===== src/rtl/ppfifo_mem_bank_scheduler.sv =====
// Ping-pong bank scheduler: arms writer banks 0/1 alternately, detects fills,
// hands full banks to the host and re-arms them after release.
module ppfifo_mem_bank_scheduler #(
  parameter int SETTLE_CYCLES = 2,
  parameter int ADDR_WIDTH    = 32
) (
  input  logic                  clk,
  input  logic                  rst,
  input  logic                  i_start,
  input  logic                  i_stop,
  input  logic [ADDR_WIDTH-1:0] i_bank_0_base,
  input  logic [ADDR_WIDTH-1:0] i_bank_1_base,
  input  logic [ADDR_WIDTH-1:0] i_bank_size,
  input  logic [ADDR_WIDTH-1:0] i_buffer_total,
  input  logic [1:0]            i_bank_release,
  input  logic                  i_memory_0_empty,
  input  logic                  i_memory_1_empty,
  output logic                  o_enable,
  output logic [ADDR_WIDTH-1:0] o_memory_0_base,
  output logic [ADDR_WIDTH-1:0] o_memory_0_size,
  output logic                  o_memory_0_new_data,
  output logic [ADDR_WIDTH-1:0] o_memory_1_base,
  output logic [ADDR_WIDTH-1:0] o_memory_1_size,
  output logic                  o_memory_1_new_data,
  output logic [1:0]            o_bank_full,
  output logic                  o_fill_done,
  output logic [ADDR_WIDTH-1:0] o_buffers_written,
  output logic                  o_busy,
  output logic                  o_cfg_err
);

  typedef enum logic [1:0] {T_IDLE, T_RUN, T_DRAIN} top_t;
  typedef enum logic [2:0] {B_FREE, B_ARM, B_SETTLE, B_FILLING, B_FULL} bank_t;

  top_t                  top_q, top_d;
  bank_t                 bank_q [2];
  bank_t                 bank_d [2];
  logic [3:0]            settle_q [2];
  logic                  ptr_q;
  logic [ADDR_WIDTH-1:0] armed_q, total_q, base0_q, base1_q, size_q, written_q;
  logic                  fill_done_q, cfg_err_q;

  logic                  start_ok, start_bad, quota_ok, arm_go;
  logic [1:0]            mem_empty, inflight, complete, fill_cnt;

  assign mem_empty = {i_memory_1_empty, i_memory_0_empty};
  assign start_ok  = (top_q == T_IDLE) && i_start && (i_bank_size != '0);
  assign start_bad = (top_q == T_IDLE) && i_start && (i_bank_size == '0);
  assign quota_ok  = (total_q == '0) || (armed_q < total_q);
  // The arm is committed (counted, pointer flipped) on the FREE->ARM edge so the
  // other bank can be committed while this one is pulsing new_data.
  assign arm_go    = (top_q == T_RUN) && !i_stop && quota_ok && (bank_q[ptr_q] == B_FREE);
  assign fill_cnt  = {1'b0, complete[0]} + {1'b0, complete[1]};

  always_comb begin
    for (int n = 0; n < 2; n++) begin
      inflight[n] = (bank_q[n] == B_ARM) || (bank_q[n] == B_SETTLE) || (bank_q[n] == B_FILLING);
      complete[n] = (bank_q[n] == B_FILLING) && mem_empty[n];
    end
  end

  // Top FSM next state
  always_comb begin
    top_d = top_q;
    case (top_q)
      T_IDLE:  if (start_ok) top_d = T_RUN;
      T_RUN:   if (i_stop || ((total_q != '0) && (armed_q == total_q))) top_d = T_DRAIN;
      T_DRAIN: if (inflight == 2'b00) top_d = T_IDLE;
      default: top_d = T_IDLE;
    endcase
  end

  // Bank FSM next state
  always_comb begin
    for (int n = 0; n < 2; n++) begin
      bank_d[n] = bank_q[n];
      case (bank_q[n])
        B_FREE:    if (arm_go && (ptr_q == 1'(n))) bank_d[n] = B_ARM;
        B_ARM:     bank_d[n] = B_SETTLE;
        B_SETTLE:  if (settle_q[n] == 4'(SETTLE_CYCLES - 1)) bank_d[n] = B_FILLING;
        B_FILLING: if (complete[n]) bank_d[n] = B_FULL;
        B_FULL:    if (i_bank_release[n]) bank_d[n] = B_FREE;
        default:   bank_d[n] = B_FREE;
      endcase
    end
  end

  // State and datapath registers
  always_ff @(posedge clk) begin
    if (rst) begin
      top_q       <= T_IDLE;
      ptr_q       <= 1'b0;
      armed_q     <= '0;
      total_q     <= '0;
      base0_q     <= '0;
      base1_q     <= '0;
      size_q      <= '0;
      written_q   <= '0;
      fill_done_q <= 1'b0;
      cfg_err_q   <= 1'b0;
      for (int n = 0; n < 2; n++) begin
        bank_q[n]   <= B_FREE;
        settle_q[n] <= '0;
      end
    end else begin
      top_q       <= top_d;
      fill_done_q <= |complete;
      cfg_err_q   <= start_bad;
      for (int n = 0; n < 2; n++) begin
        bank_q[n]   <= bank_d[n];
        settle_q[n] <= (bank_q[n] == B_SETTLE) ? settle_q[n] + 4'd1 : 4'd0;
      end
      if (start_ok) begin
        base0_q   <= i_bank_0_base;
        base1_q   <= i_bank_1_base;
        size_q    <= i_bank_size;
        total_q   <= i_buffer_total;
        written_q <= '0;
        armed_q   <= '0;
        ptr_q     <= 1'b0;
      end else begin
        written_q <= written_q + ADDR_WIDTH'(fill_cnt);
        if (arm_go) begin
          armed_q <= armed_q + 1'b1;
          ptr_q   <= ~ptr_q;
        end
      end
    end
  end

  // Outputs
  always_comb begin
    o_enable            = (top_q != T_IDLE);
    o_busy              = (top_q != T_IDLE);
    o_memory_0_base     = base0_q;
    o_memory_1_base     = base1_q;
    o_memory_0_size     = size_q;
    o_memory_1_size     = size_q;
    o_memory_0_new_data = (bank_q[0] == B_ARM);
    o_memory_1_new_data = (bank_q[1] == B_ARM);
    o_bank_full         = {bank_q[1] == B_FULL, bank_q[0] == B_FULL};
    o_fill_done         = fill_done_q;
    o_buffers_written   = written_q;
    o_cfg_err           = cfg_err_q;
  end

endmodule


===== config.mk =====
export PLATFORM = sky130hd
export DESIGN_NAME = ppfifo_mem_bank_scheduler
export DESIGN_NICKNAME = d
export VERILOG_FILES = /design/src/rtl/ppfifo_mem_bank_scheduler.sv
export SDC_FILE = /design/constraint.sdc
export NUM_CORES = 1
export LEC_CHECK = 0
export BUFFER_PORTS_ARGS = -buffer_cell sky130_fd_sc_hd__clkbuf_2
export CAP_MARGIN = 20
export CELL_PAD_IN_SITES_DETAIL_PLACEMENT = 2
export CELL_PAD_IN_SITES_GLOBAL_PLACEMENT = 2
export CORE_AREA = 3 3 180 182
export CTS_CLUSTER_SIZE = 28
export DETAILED_ROUTE_END_ITERATION = 16
export DIE_AREA = 0 0 183 185
export PLACE_DENSITY_LB_ADDON = 0.1
export SYNTH_ARGS = -nofsm -noshare
export SYNTH_HDL_FRONTEND = slang
export SYNTH_SLANG_ARGS = --single-unit
export TNS_END_PERCENT = 50

===== constraint.sdc =====
create_clock -name clk -period 4.69 [get_ports clk]
set_input_delay 0.938 -clock clk [delete_from_list [all_inputs] [get_ports clk]]
set_output_delay 0.938 -clock clk [all_outputs]
set_load 0.005 [all_outputs]

# [Word-level counts from Yosys, hierarchy flattened]
# Memories as Yosys holds them, arrays and structs flattened. A register that Yosys moved wholly into a read port is not among the register bits.
# Cells that the tools add are included.
[word_totals] register_bits=197 ramBits=14 mem_count=2
[op_classes] addsub=5 n_lt_le_gt_ge=1 n_eq_ne=16 muxes=25 bitwise=5 n_reduce_logical=31
[mem_list] memory="settle_q" words=2 width=4 read_ports=2 rd_ports_with_merged_regs=0 write_ports=2 line_no="38" source="logic [3:0] settle_q [2];"
[mem_list] memory="bank_q" words=2 width=3 read_ports=3 rd_ports_with_merged_regs=1 write_ports=2 line_no="36" source="bank_t bank_q [2];"
[ops] cell="32-bit zero test" n=2
[ops] cell="32-bit nonzero test" n=2
[ops] cell="32-bit by 1-bit adder with 32-bit output, second input constant" n=1
[ops] cell="32-bit by 2-bit adder with 32-bit output" n=1
[ops] cell="32-bit equality test" n=1
[ops] cell="32-bit less-than comparator" n=1
[ops] cell="3-bit two-way mux" n=10
[ops] cell="3-bit case mux with 5 select lines" n=2
[ops] cell="4-bit two-way mux" n=4
[ops] cell="3-bit by 2-bit equality test with 1-bit output, second input constant" n=4
[ops] cell="1-bit logical AND" n=11
[ops] cell="3-bit zero test" n=3
[ops] cell="4-bit by 1-bit adder with 4-bit output, second input constant" n=2
[ops] cell="4-bit by 1-bit equality test with 1-bit output, second input constant" n=2
[ops] cell="3-bit by 1-bit equality test with 1-bit output, second input constant" n=2
[ops] cell="3-bit equality test, second input constant" n=2
[ops] cell="1-bit logical OR" n=6
[ops] cell="2-bit two-way mux" n=3
[ops] cell="2-bit case mux with 3 select lines" n=1
[ops] cell="1-bit two-way mux" n=5
[ops] cell="2-bit zero test" n=2
[ops] cell="2-bit != test, second input constant" n=2
[ops] cell="1-bit OR" n=4
[ops] cell="2-bit OR reduction" n=2
[ops] cell="8 further kinds" n=8

# [Logic depth before layout (Yosys ltp)]
# Gate-level depths: netlist (run 1).
[logic_depth] word_depth=8 mapped_depth=12 mapped_depth_nobuf=12

# [Worst setup path after synthesis (run 1)]
# Ideal clock, no wire load.
[synth_timing] kind="input to register" startpoint="in i_memory_0_empty" endpoint="reg written_q[30] (netlist: o_buffers_written[30])" setup_ns=0.128 arrival_ns=3.077 required_time_ns=4.562 path_slack_ns=1.485 stages=12 n_path_buf=0 path_cell_list="and3_1 -> nand2b_1 -> fa_1 -> inv_1 -> ha_1 -> nand3_1 -> nor2_1 -> nand2_1 -> nor4_1 -> nand3_1 -> xor2_1 -> nor2_1"
[synth_via] elab_chain_len=3
[synth_rtl] item="start: declaration" line_no="16" source="input logic i_memory_0_empty,"
[synth_rtl] item="1-bit logical AND" line_no="58" source="complete[n] = (bank_q[n] == B_FILLING) && mem_empty[n];"
[synth_rtl] item="1-bit by 1-bit adder with 2-bit output" line_no="53" source="assign fill_cnt = {1'b0, complete[0]} + {1'b0, complete[1]};"
[synth_rtl] item="32-bit by 2-bit adder with 32-bit output" line_no="122" source="written_q <= written_q + ADDR_WIDTH'(fill_cnt);"
[synth_rtl] item="end signal: assignment" line_no="122"
[synth_rtl] item="end: declaration" line_no="40" source="logic [ADDR_WIDTH-1:0] armed_q, total_q, base0_q, base1_q, size_q, written_q;"
# Every way passes these cells.
# A chain may end at the register's enable or synchronous reset.

==> results.json, run 1 <==
{
  "run_status": "complete, no violations",
  "rows": 64,
  "synth_top_area_cell": "dfxtp_1",
  "synth_nets": 1345,
  "htree_levels": 1,
  "finalHoldViolations": 0,
  "drt_wl_total_um": 32970,
  "synthTopCellsByArea": "dfxtp_1 45%, nand2_1 11%, a21oi_1 8.9%, ha_1 5.3%, nor2_1 2.7%",
  "fillers": 3614,
  "avgViaCountPerCell": 4.905,
  "synth.most_common_cell": "nand2_1",
  "worstPathCellList": "and3_1 -> nand2b_1 -> fa_1 -> inv_1 -> ha_1 -> nand3_1 -> nor2_1 -> nand2_1 -> nor4_1 -> nand3_1 -> xor2_1 -> nor2_1",
  "postSynthCellCount": 1168,
  "startpoint_type": "flop",
  "synth_seq_cells": 212,
  "crit_path_max_fanout": 7,
  "synth_commonest_cells": "290 x nand2_1, 212 x dfxtp_1, 169 x a21oi_1",
  "ys_warn_count": 0,
  "final_util_pct": 39.01,
  "holdWs_ns": 0.4543,
  "gp_congestion": 0.8032,
  "rsz0062_at_grt": "false",
  "max_freq_ghz": 0.3039,
  "holdPathEnd": "o_memory_1_base[18]",
  "drc": 0,
  "min_period_ns": 3.291,
  "cts_hold_buf": 0,
  "worstHoldPathType": "reg2reg",
  "n_antenna_cell": 0,
  "cts_buffers": 26,
  "track_usage_pct": 18.77,
  "fin_worst_skew_ns": 0.01904,
  "area_growth_pct": 26.19,
  "postRouteAntennaNets": 0,
  "grt_pass1_vias": 9588,
  "period_share_pct": 70.16,
  "start_util_pct": 30.92,
  "critical_path_buf_inv_count": 1,
  "setup.worst_path.end_class": "flop",
  "instances_no_fill": 1835,
  "cts.clk_slew.worst_paths_ns": 0.06,
  "die_area_um2": 33860,
  "cts_num_sinks": 212,
  "antenna_found_initial": 3,
  "synth_area_um2": 9507,
  "die_x_um": 183,
  "first_pass_iters": 4,
  "hold_start": "o_memory_1_base[18]",
  "core_um2": 30750,
  "power.leakage_nw": 5.090,
  "synth_top_area_share_pct": 44.64,
  "path_depth": 12,
  "max_slew_margin_pct": 31.02,
  "hold_depth": 2,
  "cts.root.buffer_cell": "clkbuf_16",
  "clk_latency_ns": 0.54,
  "post_dp_cell_area_um2": 11130,
  "cp_top_family": "simple AND/OR/NAND/NOR gates",
  "synth_seq_area_share_pct": 44.64,
  "avgSynthCellArea_um2": 8.139,
  "worst_path_max_delay_cell": "nor4_1",
  "post-cts-setup-buffers": 0,
  "final-max-slew-violation-count": 0,
  "setup_tns_ns": 0,
  "r2r-start": "bank_q[0][1]",
  "cp.arrival_ns": 3.68,
  "die_h_um": 185,
  "synth_edf_count": 0,
  "nNetsFinal": 1596,
  "clk_path_buf_depth": 3,
  "ctsResizeCount": 0,
  "ir_worst_vdd_mv": 0.2480,
  "dp.final_hpwl_um": 24380,
  "cp.required_ns": 5.08,
  "gr-total-overflow": 0,
  "drive_gt1_share_pct": 26.48,
  "synth_flop_cell": "dfxtp_1",
  "r2r_slack_ns": 1.40,
  "max_stage_delay_ns": 0.59,
  "cap_violations": 0,
  "synth-async-reset-ratio_pct": 0,
  "criticalPathCategory": "reg2reg",
  "netlist-cell-type-count": 55,
  "wire_per_inst_um": 17.97,
  "portBuffers": 303,
  "p_per_area_nw_per_um2": 371.0,
  "grt_pass1_wl_um": 51760,
  "cts_tree": "yes",
  "r2r_cells": 12,
  "vias": 9000,
  "setup_violations": 0,
  "r2r_end": "o_buffers_written[28]",
  "dp.cells": 1787,
  "grt_max_degree": 130,
  "design_area_um2": 12000,
  "drt_iter0_markers": 242,
  "worst_pin_slew_ns": 1.035,
  "ioPinCount": 304
}
final cells by class:
class | count | area, um^2 | area share (%)
multi-input cells | 812 | 4596 | 38.31
flip-flops and latches | 212 | 4244 | 35.38
repair buffers | 310 | 1584 | 13.20
clock buffers | 35 | 734.5 | 6.122
well taps | 396 | 495.5 | 4.130
inverters | 57 | 214.0 | 1.783
clock inverters | 13 | 128.9 | 1.074
state kept, by name, summed over array words and instances (netlist names), named ones only:
register	count
total_q	32
settle_q	8
bank_q	6
ptr_q	1
top_q	2
o_memory_0_size	32
o_fill_done	1
armed_q	32
o_memory_0_base	32
o_cfg_err	1
o_buffers_written	32
o_memory_1_base	32
layer usage:
metal  up-vias  GRT usage (%)  wire, um
met5         -              0        47
met1      4343          22.16     13790
met3        52          5.086      1977
li1       4394              -         -
met4         6          4.235       781
met2       205          34.08     16370
worst reg2reg max path: cells and delay by family, from the launching register on:
kind,cells,cell delay (ns)
DFF,1,0.46
adders and majority gates,2,0.63
and+or+nand+nor,8,1.81
buffers and inverters,1,0.09
xor gates and xnor gates,1,0.17
through the flow:
step / setup WS (ns) / total power, mW
final: 1.399 / 4.451
after global routing: 0.9579 / 4.672
after CTS: 1.325 / 4.536
after detailed placement: 0.8554 / 2.480
after global placement: 0.9969 / 2.463
after floorplan: 1.485 / 2.257
report_power, final:
group / internal (mW) / leakage [nW] / total (mW) / switching (mW)
Clock: 1.21 / 0.432 / 2.02 / 0.815
Sequential: 1.88 / 1.73 / 1.94 / 0.0561
Combinational: 0.189 / 2.93 / 0.492 / 0.303
cell families after synthesis:
group                      share of synthesized area, %
adders and majority gates                         5.475
buffers and inverters                             7.147
AOI/OAI and AO/OA                                 13.79
and+or+nand+nor                                   24.41
muxes                                            0.8424
xor gates and xnor gates                          3.685
DFF                                               44.64
worst max path at each step:
stage                                start                    end  slack [ns]
after global placement    i_memory_0_empty  o_buffers_written[30]         1.0
final                         bank_q[0][1]  o_buffers_written[28]        1.40
after detailed placement  i_memory_0_empty  o_buffers_written[30]        0.86
after CTS                     bank_q[0][1]  o_buffers_written[30]        1.32
after global routing          bank_q[0][0]  o_buffers_written[28]        0.96
after floorplan           i_memory_0_empty  o_buffers_written[30]        1.48
cell usage in the layout (no fill, tap or decap), drive strengths merged, types with 4 or more instances in the layout:
master / n
a2111oi: 5
a211oi: 4
a21bo: 4
a21o: 12
a21oi: 169
a31o: 5
and2: 4
and3: 14
and4: 4
buf: 8
clkbuf: 337
clkinv: 10
dfxtp: 212
ha: 40
inv: 57
mux2i: 8
nand2: 290
nand2b: 8
nand3: 32
nand3b: 6
nand4: 22
nor2: 69
nor3: 9
nor3b: 4
nor4: 29
o21ai: 5
or3: 5
xnor2: 20
xor2: 20
(Power assumes the default switching activity.)
==> inputs of run 2 (changes only) <==
--- a/config.mk
+++ b/config.mk
@@ -5,14 +5,15 @@
 export SDC_FILE = /design/constraint.sdc
 export NUM_CORES = 1
 export LEC_CHECK = 0
+export ABC_AREA = 1
 export BUFFER_PORTS_ARGS = -buffer_cell sky130_fd_sc_hd__clkbuf_2
 export CAP_MARGIN = 20
 export CELL_PAD_IN_SITES_DETAIL_PLACEMENT = 2
 export CELL_PAD_IN_SITES_GLOBAL_PLACEMENT = 2
-export CORE_AREA = 3 3 180 182
+export CORE_AREA = 3 3 196 198
 export CTS_CLUSTER_SIZE = 28
 export DETAILED_ROUTE_END_ITERATION = 16
-export DIE_AREA = 0 0 183 185
+export DIE_AREA = 0 0 199 201
 export PLACE_DENSITY_LB_ADDON = 0.1
 export SYNTH_ARGS = -nofsm -noshare
 export SYNTH_HDL_FRONTEND = slang
==> constraint.sdc (replaced) <==
create_clock -name clk -period 3.1 [get_ports clk]
set_input_delay 0.62 -clock clk [delete_from_list [all_inputs] [get_ports clk]]
set_output_delay 0.62 -clock clk [all_outputs]
set_load 0.005 [all_outputs]
==> results.json, run 2 <==
{
  "run_status": "complete, no violations",
  "synth_seq_cells": 212,
  "postSynthCellCount": 1418,
  "criticalPathCategory": "reg2reg",
  "grt_pass1_wl_um": 60810,
  "worstPathCellList": "nand2_1 -> nor2_2 -> nand2_1 -> fa_2 -> inv_1 -> ha_1 -> nand3_2 -> nor3_2 -> nand2_2 -> inv_2 -> nand2_4 -> nor2_4 -> nand3_2 -> nor2_2 -> xor2_1 -> inv_1 -> nor2_2",
  "postRouteAntennaNets": 0,
  "cp_top_family": "simple AND/OR/NAND/NOR gates",
  "htree_levels": 1,
  "cts_buffers": 27,
  "synth.most_common_cell": "nor2_1",
  "synth_xor_area_share_pct": 1.455,
  "synth-compound-area-share_pct": 10.42,
  "dp.final_hpwl_um": 29090,
  "fin_worst_skew_ns": 0.007156,
  "multiInputGateArea_um2": 4900,
  "die_x_um": 199,
  "final_cell_mix": "310 x nor2_1, 303 x clkbuf_2, 212 x dfxtp_1",
  "synth_top_area_cell": "dfxtp_1",
  "gp_congestion": 0.7746,
  "synth-async-reset-ratio_pct": 0,
  "gr-total-overflow": 0,
  "vias": 10220,
  "drc": 0,
  "startpoint_type": "flop",
  "grt_pass1_vias": 10900,
  "crit_path_max_fanout": 4,
  "post-place-ws_ns": 0.01043,
  "holdPathEnd": "o_memory_1_base[16]",
  "synth_edf_count": 0,
  "synthAdderAreaFrac_pct": 5.087,
  "hold_start": "i_bank_1_base[16]",
  "r2r-start": "bank_q[1][0]",
  "max_slew_margin_pct": 36.63,
  "ff_latch_area_um2": 4244,
  "synth_seq_area_share_pct": 41.48,
  "track_usage_pct": 18.89,
  "cts_hold_buf": 0,
  "synth_top_family_by_area": "simple AND/OR/NAND/NOR gates",
  "avgSynthCellArea_um2": 7.216,
  "r2r_slack_ns": 0.33,
  "crit_top_cell": "nor2_2",
  "post-cts-setup-buffers": 0,
  "avgViaCountPerCell": 4.720,
  "ioPinCount": 304,
  "synthMuxAreaShare_pct": 0,
  "ctsResizeCount": 0,
  "cp.arrival_ns": 3.25,
  "clk_latency_ns": 0.54,
  "clk_path_buf_depth": 3,
  "drt_iter0_markers": 316,
  "worst_pin_slew_ns": 0.9506,
  "rows": 70,
  "max_freq_ghz": 0.3608,
  "die_area_um2": 40000,
  "drive_gt1_share_pct": 25.18,
  "nNetsFinal": 1852,
  "cts_tree": "yes",
  "cts.root.buffer_cell": "clkbuf_16",
  "core_um2": 36700,
  "ys_warn_count": 0,
  "wire_per_inst_um": 17.78,
  "synthTopCellsByArea": "dfxtp_1 41%, nor2_1 11%, nand2_1 6.6%, o21ai_0 6.4%, inv_1 5.5%",
  "drt_wl_total_um": 38490,
  "netlist-cell-type-count": 42,
  "cts_num_sinks": 212,
  "max_stage_delay_ns": 0.43,
  "critical_path_buf_inv_count": 3,
  "portBuffers": 303,
  "cp.required_ns": 3.58,
  "synth_commonest_cells": "311 x nor2_1, 212 x dfxtp_1, 179 x nand2_1",
  "setup_tns_ns": 0,
  "finalHoldViolations": 0,
  "area_growth_pct": 27.06,
  "start_util_pct": 27.88,
  "synth_nets": 1595,
  "setup.worst_path.end_class": "flop",
  "antenna_found_initial": 3,
  "synth_top_area_share_pct": 41.48,
  "die_h_um": 201,
  "layout_commonest_cell": "nor2_1",
  "setup_ws_ns": 0.3285,
  "synth-simple-area-share_pct": 30.80,
  "min_period_ns": 2.772,
  "final-max-slew-violation-count": 0,
  "rsz0062_at_grt": "false",
  "r2r_cells": 17,
  "worstHoldPathType": "in2reg",
  "synth_flop_cell": "dfxtp_1",
  "power.leakage_nw": 5.872,
  "hold_depth": 3,
  "p_per_area_nw_per_um2": 584.1,
  "synth_area_um2": 10230,
  "p_total_mw": 7.594,
  "worst_path_max_delay_cell": "fa_2",
  "first_pass_iters": 6,
  "cts.clk_slew.worst_paths_ns": 0.06,
  "r2r_end": "o_buffers_written[30]",
  "setup_violations": 0,
  "period_share_pct": 89.40,
  "ir_worst_vdd_mv": 0.4137,
  "grt_max_degree": 98,
  "cap_violations": 0,
  "fillers": 4389
}
-- run 2: cell count changes in the layout (fill, tap and decap cells not counted), moves of 10 or more --
cell,delta
nor2_1,+243
o21ai_0,+125
nand2_1,-112
a21oi_1,-102
inv_1,+92
nand4_1,+35
nor3_1,+23
nand3_1,+16
nor4_1,-15
and3_1,-14
nor2_2,+13
xnor2_1,-13
a21o_1,-11
xor2_1,-10
-- run 2: worst min-delay path, cell delays in order --
cell      delay (ns)
clkbuf_2        0.08
o21ai_1         0.06
nor2_1          0.07
-- run 2: worst max-delay path by stage --
| stage | end | slack, ns | startpoint | cells past startpoint |
|---|---|---|---|---|
| detailed placement | o_buffers_written[30] | 0.01 | i_memory_0_empty | 16 |
| finish | o_buffers_written[30] | 0.33 | bank_q[1][0] | 17 |
| global placement | o_buffers_written[30] | 0.09 | i_memory_0_empty | 16 |
| CTS | o_buffers_written[30] | 0.10 | bank_q[1][0] | 17 |
| global route | o_buffers_written[30] | 0.03 | bank_q[1][0] | 17 |
| floorplan | o_buffers_written[30] | 0.45 | i_memory_0_empty | 15 |
-- run 2: power breakdown --
group / internal, mW / switching, mW
clock: 2.16 / 1.27
combinational: 0.423 / 0.715
sequential: 2.91 / 0.118
-- run 2: metrics by stage --
stage	utilization (%)	hold slack (ns)	area, um^2	cells
after floorplan	-	0.4334	10230	1418
after global placement	32.75	0.4531	12020	2114
after detailed placement	32.75	0.4732	12020	2114
after CTS	35.41	0.2891	12990	2164
after global routing	35.43	0.3055	13000	2165
final	35.43	0.3215	13000	2165
-- run 2: cell families (layout without fill, tap and decap cells) --
family / after synthesis / after routing
AOI/OAI and AO/OA: 208 / 208
xor gates and xnor gates: 17 / 17
adders and majority gates: 41 / 41
buffers and inverters: 247 / 525
DFF: 212 / 212
other: 0 / 1
and+or+nand+nor: 693 / 693
-- run 2: layout make-up --
type                    instances  area share [%]
multi-input cells             959           37.69
flip-flops and latches        212           32.64
repair buffers                321           13.18
clock buffers                  36           5.919
well taps                     468           4.504
inverters                     154           4.456
clock inverters                14           1.588
diodes                          1         0.01925
-- run 2: metal layers --
metal	GRT usage, %	vias up	part of all wire, %
li1	-	5072	-
met1	23.02	4895	42
met2	32.88	199	49
met3	5.539	48	6.3
met4	4.091	4	2.2
met5	0	-	0.065
